File: src/rtl/cbus_arbiter.sv
// cbus_arbiter: shares one memory bus between the instruction cache (I) and the
// data cache (D). A grant holds until the burst ends; outputs are forwarded
// combinationally from the owner while BUSY and forced to zero while IDLE.
//
// Optional feature: define CBUS_ARB_RR_EN for round-robin arbitration on
// simultaneous requests; without it D always wins contention.
//
// Flat bus layout (MSB first):
//   req  [150] valid, [149] is_write, [148:146] size, [145:82] addr,
//        [81:74] strobe, [73:10] data, [9:2] len, [1:0] burst
//   resp [65] ready, [64] last, [63:0] data
module cbus_arbiter (
    input  logic         clk_i,
    input  logic         reset_i,
    input  logic [150:0] ireq_i,
    output logic [65:0]  iresp_o,
    input  logic [150:0] dreq_i,
    output logic [65:0]  dresp_o,
    output logic [150:0] oreq_o,
    input  logic [65:0]  oresp_i
);

    localparam int unsigned ReqValidBit  = 150;
    localparam int unsigned ReqLenMsb    = 9;
    localparam int unsigned ReqLenLsb    = 2;
    localparam int unsigned RespReadyBit = 65;
    localparam int unsigned RespLastBit  = 64;

    typedef enum logic {
        StIdle,
        StBusy
    } state_e;

    state_e      state_q;
    logic        owner_q;   // 0 = I, 1 = D
    logic [8:0]  beat_q;
    logic [7:0]  len_q;

    logic        i_valid;
    logic        d_valid;
    logic        contend_pick;
    logic        grant_sel;
    logic [8:0]  beat_inc;
    logic        burst_end;

    assign i_valid = ireq_i[ReqValidBit];
    assign d_valid = dreq_i[ReqValidBit];

`ifdef CBUS_ARB_RR_EN
    logic rr_q;             // requester favoured on the next contention (1 = D)
    assign contend_pick = rr_q;
`else
    assign contend_pick = 1'b1;
`endif

    // Winner selection in IDLE: a lone requester wins outright.
    always_comb begin
        grant_sel = d_valid;
        if (i_valid && d_valid) begin
            grant_sel = contend_pick;
        end
    end

    // Burst ends on ready+last, or after len+1 ready beats if last never comes.
    assign beat_inc  = beat_q + 9'd1;
    assign burst_end = oresp_i[RespReadyBit] &&
                       (oresp_i[RespLastBit] || (beat_inc == ({1'b0, len_q} + 9'd1)));

    // FSM, owner, beat counter and latched burst length.
    always_ff @(posedge clk_i or posedge reset_i) begin
        if (reset_i) begin
            state_q <= StIdle;
            owner_q <= 1'b0;
            beat_q  <= 9'd0;
            len_q   <= 8'd0;
`ifdef CBUS_ARB_RR_EN
            rr_q    <= 1'b1;
`endif
        end else begin
            unique case (state_q)
                StIdle: begin
                    if (i_valid || d_valid) begin
                        state_q <= StBusy;
                        owner_q <= grant_sel;
                        beat_q  <= 9'd0;
                        len_q   <= grant_sel ? dreq_i[ReqLenMsb:ReqLenLsb]
                                             : ireq_i[ReqLenMsb:ReqLenLsb];
`ifdef CBUS_ARB_RR_EN
                        rr_q    <= ~grant_sel;
`endif
                    end
                end
                StBusy: begin
                    if (oresp_i[RespReadyBit]) begin
                        beat_q <= beat_inc;
                        if (burst_end) begin
                            state_q <= StIdle;
                        end
                    end
                end
                default: state_q <= StIdle;
            endcase
        end
    end

    // Combinational forwarding between the owner and the shared bus.
    always_comb begin
        oreq_o  = '0;
        iresp_o = '0;
        dresp_o = '0;
        if (state_q == StBusy) begin
            if (owner_q) begin
                oreq_o  = dreq_i;
                dresp_o = oresp_i;
            end else begin
                oreq_o  = ireq_i;
                iresp_o = oresp_i;
            end
        end
    end

endmodule

File: config.mk
export PLATFORM = sky130hd
export DESIGN_NAME = cbus_arbiter
export DESIGN_NICKNAME = d
export VERILOG_FILES = /design/src/rtl/cbus_arbiter.sv
export SDC_FILE = /design/constraint.sdc
export NUM_CORES = 1
export LEC_CHECK = 0
export ABC_AREA = 1
export BUFFER_PORTS_ARGS = -buffer_cell sky130_fd_sc_hd__buf_2
export CAP_MARGIN = 20
export CORE_AREA = 4 4 252 254
export DETAILED_ROUTE_END_ITERATION = 8
export DIE_AREA = 0 0 256 258
export GPL_ROUTABILITY_DRIVEN = 0
export GPL_TIMING_DRIVEN = 0
export PLACE_DENSITY = 0.32
export SYNTH_ARGS = -nofsm -noshare
export SYNTH_HDL_FRONTEND = slang
export SYNTH_SLANG_ARGS = --single-unit
export TNS_END_PERCENT = 30
File: constraint.sdc
create_clock -name clk_i -period 1.8 [get_ports clk_i]
set_clock_uncertainty 0.05 [all_clocks]
set_input_delay 0.09 -clock clk_i [delete_from_list [all_inputs] [get_ports clk_i]]
set_output_delay 0.09 -clock clk_i [all_outputs]
set_load 0.01 [all_outputs]
---- Word level (Yosys, flattened, before mapping) ----
Cells that the tools add are included.
cells by class
  mux-type cells .......................... 15
  reductions and logical operators ........ 6
  add/subtract/negate cells ............... 2
  bitwise operators ....................... 1
  equality and inequality tests ........... 3
operators with widths
  cell                                          count
  two-way mux 151 bit                           2
  two-way mux 66 bit                            4
  two-way mux 9 bit                             2
  one-hot mux 9 bit (2 select lines)            1
  adder 8 x 1 -> 9 bit, second input constant   1
  adder 9 x 1 -> 9 bit, second input constant   1
  == test 9 bit                                 1
  two-way mux 8 bit                             1
  two-way mux 1 bit                             4
  inequality test 2 bit, second input constant  2
  AND reduction 2 bit                           2
  logical AND 1 bit                             2
  logical OR 1 bit                              2
  one-hot mux 1 bit (2 select lines)            1
  inverter 1 bit                                1
word-level totals
  input port bits ......................... 370
  register bits ........................... 19
  output and inout bits ................... 283
  logic and storage cells ................. 31

---- Depth between registers and ports, before layout ----
  word-level depth ........................ 7
  gate-level depth with buffers ........... 12
  gate-level depth less buffers ........... 12

---- Worst setup path after synthesis ----
No wires, ideal clock.
  kind .................................... register -> register
  start point ............................. register beat_q[1]
  end point ............................... register state_q
  data required time ...................... 1.624 ns
  buffers on the path ..................... 0
  period minus slack after synthesis ...... 1.489 ns
  data arrival time ....................... 1.313 ns
  setup slack ............................. 0.311 ns
  library setup time ...................... 0.126 ns
  cell stages (with the launch flop) ...... 13
  cells stage by stage .................... dfrtp_1 -> ha_1 -> nand2_2 -> nor2_4 -> nand2_1 -> nand2_2 -> nand2_1 -> nand2_1 -> nand2_1 -> nor2_1 -> nand3_1 -> nand2_1 -> a21oi_2
on the way
  cells in the longest elaborated chain, start to end .. 7
RTL lines
  item                                RTL line  source
  from (decl)                         36        logic [8:0] beat_q;
  from (signal assigned)              95        beat_q <= beat_inc;
  adder 9 x 1 -> 9 bit                65        assign beat_inc = beat_q + 9'd1;
  == test 9 bit                       67        (oresp_i[RespLastBit] || (beat_inc == ({1'b0, len_q} + 9'd1)));
  logical OR 1 bit                    67
  logical AND 1 bit                   66        assign burst_end = oresp_i[RespReadyBit] &&
  two-way mux 1 bit                   96        if (burst_end) begin
  two-way mux 1 bit                   94        if (oresp_i[RespReadyBit]) begin
  one-hot mux 1 bit (2 select lines)  80        unique case (state_q)
  to (signal assigned)                83        state_q <= StBusy;
  to (signal assigned)                97        state_q <= StIdle;
  to (signal assigned)                101       default: state_q <= StIdle;
  to (decl)                           34        state_e state_q;
Every way passes these cells.
A chain may end at the register's enable or synchronous reset.

---- Worst setup path in the final report ----
  start point ............................. register state_q
  end point ............................... output dresp_o[29]
on the way
  cells in the longest elaborated chain, start to end .. 1
RTL lines
  item                    RTL line  source
  from (signal assigned)  72        state_q <= StIdle;
  from (signal assigned)  83
  from (signal assigned)  97
  two-way mux 66 bit      111       if (state_q == StBusy) begin
  to (decl)               18        output logic [65:0] dresp_o,
Every way passes these cells.

==> results.json <==
{
  "status": "finished with violations",
  "violations": "setup timing",
  "rows": 91,
  "port_buffers": 652,
  "dieArea_sq_mm": 0.0660,
  "hold_viol": 0,
  "powerDensity_mw_per_mm2": 843,
  "final_common_cell": "buf_2",
  "viasPerCell": 3.75,
  "p_total_mw": 8.99,
  "cts_root_buf": "clkbuf_16",
  "syn_nets": 1324,
  "syn_area_sq_mm": 0.00456,
  "synth_top_family_by_area": "simple AND/OR/NAND/NOR gates",
  "firstDrtPassIters": 7,
  "synthSimpleGateAreaFrac": 0.682,
  "clkLatencyLatePin_ns": 0.25,
  "critPathTopFamily": "buffers and inverters",
  "fillCellCount": 7254,
  "crit_chain": "buf_12 > nand2_4 > clkbuf_4 > nor2_1 > buf_2",
  "synth_cells": 952,
  "cts_buffer_depth": 2,
  "syn2layout_area_growth_pct": 134,
  "dr_total_vias": 9077,
  "path_max_fanout": 10,
  "ant_nets": 0,
  "worst_slew_pin_slew_ns": 0.854,
  "detail_route.iter0.violations": 476,
  "cts_buffers": 3,
  "cp-end-kind": "output pin",
  "htreeDepth": 1,
  "cp_data_required_time_ns": 1.66,
  "synth_xor_xnor_area_share": 0.00384,
  "wl_per_cell_microns": 19.4,
  "max_slew_margin": 0.430,
  "peakVddDrop_v": 0.000361,
  "grt_max_degree": 20,
  "yosysSeqAreaShare": 0.104,
  "crit_buf_inv": 3,
  "first_global_vias": 8877,
  "yosys.area_share.adder": 0.00549,
  "final_cell_mix": "buf_2, nand3_1, nand2_1",
  "fin_area_sq_mm": 0.0107,
  "synth_area_per_cell_sq_um": 4.79,
  "finalCritPeriodShare": 1.01,
  "cp-start-kind": "flip-flop",
  "die_w_microns": 256,
  "worstSetupPathType": "reg2out",
  "critPathSlowestCell": "dfrtp_1",
  "drcViolationCount": 0,
  "core-area_sq_mm": 0.0613,
  "synth_cell_types": 24,
  "initial_core_util": 0.0744,
  "fmax_ghz": 0.550,
  "rsz0062_at_grt": "true",
  "cts.sinks": 19,
  "hold_path_class": "in2reg",
  "maxCapViolCount": 0,
  "gr-total-overflow": 0,
  "crit_arrival_ns": 1.68,
  "dp_hpwl_mm": 40.9,
  "power_leakage_nw": 6.28,
  "grt_usage": 0.130,
  "wl_mm": 47.0,
  "die_h_microns": 258,
  "antenna_found_initial": 9,
  "grt_pass1_wl_mm": 64.4,
  "synth_mux_area_frac": 0,
  "finalWorstSetupSlack_ns": -0.0197,
  "finalSetupViolCount": 1,
  "ys_seq_elements": 19,
  "layout.nets": 1998,
  "period_minus_slack_ns": 1.82,
  "slowest_delay_ns": 0.40,
  "cts_tree": "yes",
  "drv_slew": 0,
  "io-pin-count": 653,
  "synth_compound_area_frac": 0.0467,
  "drive_gt1_frac": 0.542,
  "place_area_sq_mm": 0.00882,
  "yosys_warnings": 0,
  "clkSlewWorstSetupHoldPaths_ns": 0.06
}
==> repair_timing <==
| action | in CTS | in global routing |
|---|---|---|
| pin swaps | 20 | 16 |
| endpoints found under the setup margin | 285 | 146 |
| endpoints found under the hold margin | 19 | 0 |
| setup buffers | 4 | 1 |
| gates cloned | 10 | 0 |
| gates resized for setup | 311 | 112 |
| hold buffers | 1 | 0 |
==> where the power goes <==
| part | internal [mW] | switching, mW | total, mW |
|---|---|---|---|
| registers | 0.537 | 0.150 | 0.687 |
| clock network | 0.302 | 0.178 | 0.480 |
| logic | 3.30 | 4.52 | 7.83 |
| total | 4.14 | 4.85 | 8.99 |
==> logic make-up after synthesis <==
family | Yosys count
adders and majority gates | 2
xor gates and xnor gates | 2
DFF | 19
and+or+nand+nor | 711
AOI/OAI and AO/OA | 36
buffers and inverters | 182
==> per-layer routing <==
layer  GRT usage  wire [microns]
met2       0.233           23500
met4      0.0309            1140
met3      0.0376            3880
met5           0              13
met1       0.153           18500
==> cell usage after synthesis <==
cell / instances / area [sq um]
buf_2: 25 / 125
o22ai_1: 6 / 37.5
nand3_1: 311 / 1560
ha_1: 2 / 25.0
inv_2: 2 / 7.51
xnor2_1: 1 / 8.76
nor3_1: 2 / 10.0
clkbuf_1: 48 / 180
nor2_4: 4 / 45.0
xor2_1: 1 / 8.76
buf_1: 8 / 30.0
inv_1: 97 / 364
clkinv_1: 1 / 3.75
dfrtp_1: 19 / 475
a21oi_1: 1 / 5.00
nand2_2: 6 / 37.5
o211ai_1: 6 / 45.0
o21ai_0: 19 / 95.1
a21oi_2: 2 / 17.5
a31oi_1: 2 / 12.5
buf_4: 1 / 7.51
nand2_1: 240 / 901
nor2_1: 147 / 552
nor2_2: 1 / 6.26
==> area by class of cell <==
type,count,area (sq um),area share
inverter,100,380,0.0356
buffer,82,902,0.0845
multi-input combinational,751,3900,0.365
clock buffer,4,78.8,0.00738
antenna,6,15.0,0.00141
timing repair buffer,669,3930,0.368
tap,790,988,0.0926
sequential,19,483,0.0452
==> metrics by stage <==
step,std cells,TNS (ns),util,hold slack [ns],worst slack (ns)
2_1_floorplan,952,0,-,-0.00887,0.311
3_3_place_gp,2394,-146.74,0.144,0.269,-1.12
3_5_place_dp,2395,-110.72,0.144,0.264,-0.992
4_1_cts,2414,-0.448,0.167,0.0482,-0.0526
5_1_grt,2419,-3.23,0.174,0.0505,-0.0604
6_report,2421,-0.0197,0.174,0.0496,-0.0197
==> registers in the layout (all words and copies together) (netlist names) <==
signal,count
beat_q,9
len_q,8
owner_q,1
state_q,1
==> worst reg2reg max path, cell delays in order (launching register included) <==
cell	delay [ns]
dfrtp_1	0.41
a21oi_2	0.50
inv_1	0.16
nand2_1	0.28
o22ai_1	0.14
==> path summary, 6_finish.rpt <==
kind                            startpoint     endpoint  slack [ns]  cells after the start
max in group asynchronous          reset_i      owner_q        0.60                      3
min in group asynchronous          reset_i      state_q        0.51                      3
worst max-delay path               state_q  dresp_o[29]       -0.02                      5
worst min register to register   beat_q[8]    beat_q[8]        0.54                      2
worst max register to register     state_q    beat_q[3]        0.12                      4
worst min-delay path             dreq_i[4]     len_q[2]        0.05                      3
Note: power is estimated with default switching activity, not from simulation.
